`src/rtl/minuend_restorer_if.sv`:
```
// Operand/result bundle for minuend_restorer: operand handshake in, result handshake out.
// master = producer/consumer side, slave = the restorer itself.
interface minuend_restorer_if #(
  parameter int WIDTH = 2
);
  logic             in_valid;
  logic             in_ready;
  logic [WIDTH-1:0] diff;
  logic             sign;
  logic [WIDTH-1:0] subtrahend;
  logic             out_valid;
  logic             out_ready;
  logic [WIDTH-1:0] minuend;
  logic             err;
  logic             busy;

  modport master (
    output in_valid, diff, sign, subtrahend, out_ready,
    input  in_ready, out_valid, minuend, err, busy
  );

  modport slave (
    input  in_valid, diff, sign, subtrahend, out_ready,
    output in_ready, out_valid, minuend, err, busy
  );
endinterface

```
`src/rtl/minuend_restorer.sv`:
```
// Bit-serial restorer: minuend = diff + subtrahend, result WIDTH+1 clocks after acceptance, held until out_ready.
// One operand set in flight (in_ready only in IDLE); RESTORE_CHECK_EN enables the carry-vs-sign err check.
module minuend_restorer #(
  parameter int WIDTH = 2
) (
  input  logic             clk,
  input  logic             rst,
  minuend_restorer_if.slave bus
);

  localparam int CW = (WIDTH > 1) ? $clog2(WIDTH) : 1;
  localparam logic [CW-1:0] LAST_BIT = CW'(WIDTH - 1);

  localparam logic [1:0] ST_IDLE = 2'd0;
  localparam logic [1:0] ST_ADD  = 2'd1;
  localparam logic [1:0] ST_DONE = 2'd2;

  logic [1:0]       state_q,   state_d;
  logic [WIDTH-1:0] d_q,       d_d;
  logic [WIDTH-1:0] s_q,       s_d;
  logic [WIDTH-1:0] acc_q,     acc_d;
  logic [WIDTH-1:0] minuend_q, minuend_d;
  logic             carry_q,   carry_d;
  logic [CW-1:0]    cnt_q,     cnt_d;

  logic             sum_bit;
  logic             carry_nxt;
  logic [WIDTH-1:0] sum_word;
  logic             last_bit;

  // Operands shift right so bit 0 is always the one being added; sums enter acc from the MSB end.
  assign sum_bit   = d_q[0] ^ s_q[0] ^ carry_q;
  assign carry_nxt = (d_q[0] & s_q[0]) | (d_q[0] & carry_q) | (s_q[0] & carry_q);
  assign sum_word  = {sum_bit, acc_q[WIDTH-1:1]};
  assign last_bit  = (cnt_q == LAST_BIT);

`ifdef RESTORE_CHECK_EN
  logic sign_q, sign_d;
  logic err_q,  err_d;
`endif

  always_comb begin
    state_d   = state_q;
    d_d       = d_q;
    s_d       = s_q;
    acc_d     = acc_q;
    minuend_d = minuend_q;
    carry_d   = carry_q;
    cnt_d     = cnt_q;
`ifdef RESTORE_CHECK_EN
    sign_d    = sign_q;
    err_d     = err_q;
`endif
    case (state_q)
      ST_IDLE: begin
        if (bus.in_valid) begin
          d_d     = bus.diff;
          s_d     = bus.subtrahend;
          acc_d   = '0;
          carry_d = 1'b0;
          cnt_d   = '0;
`ifdef RESTORE_CHECK_EN
          sign_d  = bus.sign;
`endif
          state_d = ST_ADD;
        end
      end
      ST_ADD: begin
        d_d     = d_q >> 1;
        s_d     = s_q >> 1;
        acc_d   = sum_word;
        carry_d = carry_nxt;
        if (last_bit) begin
          // Counter parks on the last index rather than wrapping.
          minuend_d = sum_word;
`ifdef RESTORE_CHECK_EN
          err_d     = (carry_nxt == sign_q);
`endif
          state_d   = ST_DONE;
        end else begin
          cnt_d = cnt_q + 1'b1;
        end
      end
      ST_DONE: begin
        if (bus.out_ready) begin
          state_d = ST_IDLE;
        end
      end
      default: begin
        state_d = ST_IDLE;
      end
    endcase
  end

  always_ff @(posedge clk) begin
    if (rst) begin
      state_q   <= ST_IDLE;
      d_q       <= '0;
      s_q       <= '0;
      acc_q     <= '0;
      minuend_q <= '0;
      carry_q   <= 1'b0;
      cnt_q     <= '0;
    end else begin
      state_q   <= state_d;
      d_q       <= d_d;
      s_q       <= s_d;
      acc_q     <= acc_d;
      minuend_q <= minuend_d;
      carry_q   <= carry_d;
      cnt_q     <= cnt_d;
    end
  end

`ifdef RESTORE_CHECK_EN
  always_ff @(posedge clk) begin
    if (rst) begin
      sign_q <= 1'b0;
      err_q  <= 1'b0;
    end else begin
      sign_q <= sign_d;
      err_q  <= err_d;
    end
  end

  assign bus.err = err_q;
`else
  assign bus.err = 1'b0;
`endif

  assign bus.in_ready  = (state_q == ST_IDLE);
  assign bus.out_valid = (state_q == ST_DONE);
  assign bus.busy      = (state_q == ST_ADD) || (state_q == ST_DONE);
  assign bus.minuend   = minuend_q;

endmodule

```
`src/flat_wrapper.sv`:
```
// flat-port wrapper written by rule: the top's interface ports become plain ports
module minuend_restorer_flat 
#(
  parameter int WIDTH = 2
)
  (clk, rst, bus_in_valid, bus_diff, bus_sign, bus_subtrahend, bus_out_ready, bus_in_ready, bus_out_valid, bus_minuend, bus_err, bus_busy);
  minuend_restorer_if #(.WIDTH(WIDTH)) bus_i ();
  input  logic clk;
  input  logic rst;
  input wire logic [$bits(bus_i.in_valid)-1:0] bus_in_valid;
  input wire logic [$bits(bus_i.diff)-1:0] bus_diff;
  input wire logic [$bits(bus_i.sign)-1:0] bus_sign;
  input wire logic [$bits(bus_i.subtrahend)-1:0] bus_subtrahend;
  input wire logic [$bits(bus_i.out_ready)-1:0] bus_out_ready;
  output wire logic [$bits(bus_i.in_ready)-1:0] bus_in_ready;
  output wire logic [$bits(bus_i.out_valid)-1:0] bus_out_valid;
  output wire logic [$bits(bus_i.minuend)-1:0] bus_minuend;
  output wire logic [$bits(bus_i.err)-1:0] bus_err;
  output wire logic [$bits(bus_i.busy)-1:0] bus_busy;
  assign bus_i.in_valid = bus_in_valid;
  assign bus_i.diff = bus_diff;
  assign bus_i.sign = bus_sign;
  assign bus_i.subtrahend = bus_subtrahend;
  assign bus_i.out_ready = bus_out_ready;
  assign bus_in_ready = bus_i.in_ready;
  assign bus_out_valid = bus_i.out_valid;
  assign bus_minuend = bus_i.minuend;
  assign bus_err = bus_i.err;
  assign bus_busy = bus_i.busy;
  minuend_restorer #(.WIDTH(WIDTH)) u_core (.clk(clk), .rst(rst), .bus(bus_i));
endmodule
```
`config.mk`:
```
export PLATFORM = sky130hd
export DESIGN_NAME = minuend_restorer_flat
export DESIGN_NICKNAME = d
export VERILOG_FILES = /design/src/rtl/minuend_restorer_if.sv /design/src/rtl/minuend_restorer.sv /design/src/flat_wrapper.sv
export SDC_FILE = /design/constraint.sdc
export NUM_CORES = 1
export LEC_CHECK = 0
export ABC_CLOCK_PERIOD_IN_PS = 1450
export CORE_MARGIN = 4
export CORE_UTILIZATION = 40
export CTS_BUF_LIST = sky130_fd_sc_hd__clkbuf_16
export DETAILED_ROUTE_END_ITERATION = 10
export PLACE_DENSITY = 0.65
export SKIP_CTS_REPAIR_TIMING = 1
export SLEW_MARGIN = 0
export SYNTH_ARGS = -nofsm -noshare
export SYNTH_HDL_FRONTEND = slang
export SYNTH_SLANG_ARGS = --single-unit
export TNS_END_PERCENT = 30
```
`constraint.sdc`:
```
create_clock -name clk -period 1.45 [get_ports clk]
set_input_delay 0.2175 -clock clk [delete_from_list [all_inputs] [get_ports clk]]
set_output_delay 0.2175 -clock clk [all_outputs]
set_load 0.01 [all_outputs]
```
==> results.md <==
- Post-synth net total: 82
- FF-to-FF Start: u_core.state_q[0]$_SDFFE_PP0P_
- Fin Setup TNS: 0 ns
- Reg2Reg Capture Point: u_core.s_q[0]$_SDFFE_PP0P_
- Worst EP arrival: 1.50 ns
- VDD IR max: about 0.0015 V
- IO buf count: 12
- WP depth: 5
- Register area share after synthesis: between 30 and 40%
- Max Freq: ~740 MHz
- HP Start: u_core.bus.minuend[0]$_SDFFE_PP0P_
- Clock-pin slew on the worst setup and hold paths: 0.04 ns
- Min-delay worst type: reg -> reg
- Die ar.: roughly 2300 sq um
- Setup crit start kind: flop
- Post-synth top area share: between 30% and 40%
- DPL Wire Length: about 920 um
- Area Growth Syn to Fin: 41.1%
- RSZ-0062 raised after global routing: no
- Chip Width: around 48 um
- Crit-path max cell delay: approximately 0.32 ns
- Initial DRC count: 4
- H-tree depth: 1
- Placed inst area: around 820 sq um
- Via density: between 4 and 5
- Cell area power density: around 1900 nW/um^2
- Die Ht: ~48 um
- Crit end category: flop
- Std-Cell Rows: 14
- Final Wtd Congestion: 0.737
- Fin. Hold Viols: 0
- Leakage: about 0.41 nW
- Hold Path Cell Cnt: 2
- Initial antenna violation count: 0
- Clock skew: between 0.001 and 0.0015 ns
- Post-route DRC: 0
- Layout cells sized above 1: a little over a fifth
- Boundary Pins: 15
- Slowest library cell on the worst path: dfxtp_1
- Largest area contributor in the netlist: dfxtp_1
- Most frequent cells in the layout: buf_4, dfxtp_1, clkdlybuf4s50_1
- Period minus WS final: between 1 and 1.5 ns
- Final Max Slew Viols: 0
- Yosys warns: 0
- Synth area leaders: dfxtp_1, ha_1, nand2b_1, mux2i_1, inv_1
- Number of global-route vias before repair: between 400 and 500
- Reg2Reg Setup Slack: 0.09 ns
- Worst R2R Path Depth: 5
- Post-route ant nets: 0
- Max Buffers Root-to-Sink: 2
- Run status: complete, no violations
- Crit share post-route: a little over nine tenths
- Worst path bufs/invs: 2
- CTS tree: done
- Wire per inst: 11.5 um
- Vias: slightly above 500
- GRT overflow: 0
- Post-route cell area: between 900 and 1000 sq um
- Largest net degree at the start of global routing: 9
- CP delay by family, top: flip-flops
- Global Route Usage Sum: between 10 and 15%
- Yosys reg bits: 11
- Endpoint, Worst Hold: u_core.bus.minuend[0]$_SDFFE_PP0P_
- Mapped Cells: 69
- Core area: 1510 sq um
- Filler cell count: between 100 and 150
- WS Path Type: reg -> reg
- Avg Cell Area, Syn: between 9 and 10 sq um
- Pre-antenna DRT Iters: 4
- First-pass GRT wire length: 1950 um
- Post-synth cell types: 28
- Setup-failing EPs final: 0
- Initial Util: a little over two fifths
- Post-layout nets: 104
- Max-Cap Viols: 0
- CTS Buf Count: 3
- Antenna Cells: 0
- CTS Sinks: 11
- Post-Route WL: between 1000 and 1500 um
- CP max FO: 4
- WP data required: about 1.6 ns
- Worst skew pair latency: between 0.2 and 0.25 ns
- Crit path cell chain: inv_1 > ha_2 > buf_4 > mux2_4 > a211oi_1
- Root buf cell: clkbuf_16
- Post-Syn Area: roughly 640 sq um
-- worst min-delay path, stage by stage, from the launching register on --
cell and delay [ns]:
dfxtp_1 0.30, nand2_1 0.05, a21oi_1 0.05
-- how the worst max path moves through the flow --
stage                                         startpoint                        endpoint  slack, ns
after floorplan           u_core.state_q[1]$_SDFFE_PP0P_  u_core.state_q[0]$_SDFFE_PP0P_       0.09
after global placement    u_core.state_q[0]$_SDFFE_PP0P_                        bus_busy       0.05
after detailed placement  u_core.state_q[0]$_SDFFE_PP0P_                        bus_busy       0.05
after CTS                 u_core.state_q[0]$_SDFFE_PP0P_                        bus_busy      -0.22
after global routing      u_core.state_q[0]$_SDFFE_PP0P_      u_core.d_q[0]$_SDFFE_PP0P_       0.03
final                     u_core.state_q[0]$_SDFFE_PP0P_      u_core.s_q[0]$_SDFFE_PP0P_       0.09
-- kinds of logic after synthesis --
group,synth area share (%)
fa+ha+maj,8.95
other cells,0.583
simple gates,19.1
flops,34.2
mux,7.00
compound gates,18.7
buf+inv,11.5
-- cells in the mapped netlist --
library cell	count
nor2_1	5
mux2i_1	3
o32ai_1	2
nand3_1	1
and3_4	1
conb_1	1
o31ai_2	1
nor3_1	1
a211oi_1	2
ha_1	3
nand2_1	3
dfxtp_1	11
buf_6	2
a31oi_1	2
and2b_1	2
a21oi_1	3
buf_2	1
mux2_4	1
a311oi_1	1
o31ai_4	1
nor2b_1	2
buf_4	2
fa_1	1
nand2b_1	5
inv_1	7
nand4_1	2
a32oi_1	2
clkbuf_2	1
-- metrics by stage --
| step | hold slack [ns] | setup slack, ns | instances | power [W] | utilization [%] |
|---|---|---|---|---|---|
| after global placement | 0.442 | 0.0466 | 102 | 0.00123 | 54.3 |
| final | 0.451 | 0.0900 | 106 | 0.00173 | 60.2 |
| after global routing | 0.469 | 0.0251 | 106 | 0.00185 | 60.2 |
| after floorplan | 0.333 | 0.0855 | 69 | 0.00100 | - |
| after CTS | 0.458 | -0.220 | 106 | 0.00176 | 59.6 |
| after detailed placement | 0.452 | 0.0451 | 102 | 0.00124 | 54.3 |
-- power breakdown --
group / leakage, nW / switching (W) / internal [W]
sequential: 0.0899 / 0.0000427 / 0.000372
clock: 0.0423 / 0.000134 / 0.000362
combinational: 0.277 / 0.000385 / 0.000431
total: 0.409 / 0.000562 / 0.00116
-- registers in the layout (all words and copies together) (netlist names) --
register / flops
u_core.d_q: 2
u_core.cnt_q: 1
u_core.s_q: 2
u_core.acc_q: 1
u_core.state_q: 2
u_core.carry_q: 1
u_core.bus.minuend: 2
-- layer usage --
metal | GRT usage (%) | routed length [um] | part of all wire, % | vias up
met4 | 6.45 | 25 | 2.0 | 0
met3 | 5.54 | 70 | 5.7 | 4
met2 | 19.3 | 553 | 45 | 11
li1 | - | - | - | 280
met5 | 0 | 0 | 0 | -
met1 | 15.3 | 572 | 47 | 219
-- cell type report --
cell class	instances	area, sq um	area share (%)
clock buffers	3	75.1	8.28
well taps	16	20.0	2.21
multi-input cells	45	352	38.8
clock inverters	1	3.75	0.414
inverters	7	26.3	2.90
repair buffers	23	210	23.2
flip-flops and latches	11	220	24.3
Power figures use the tool's default switching activity.
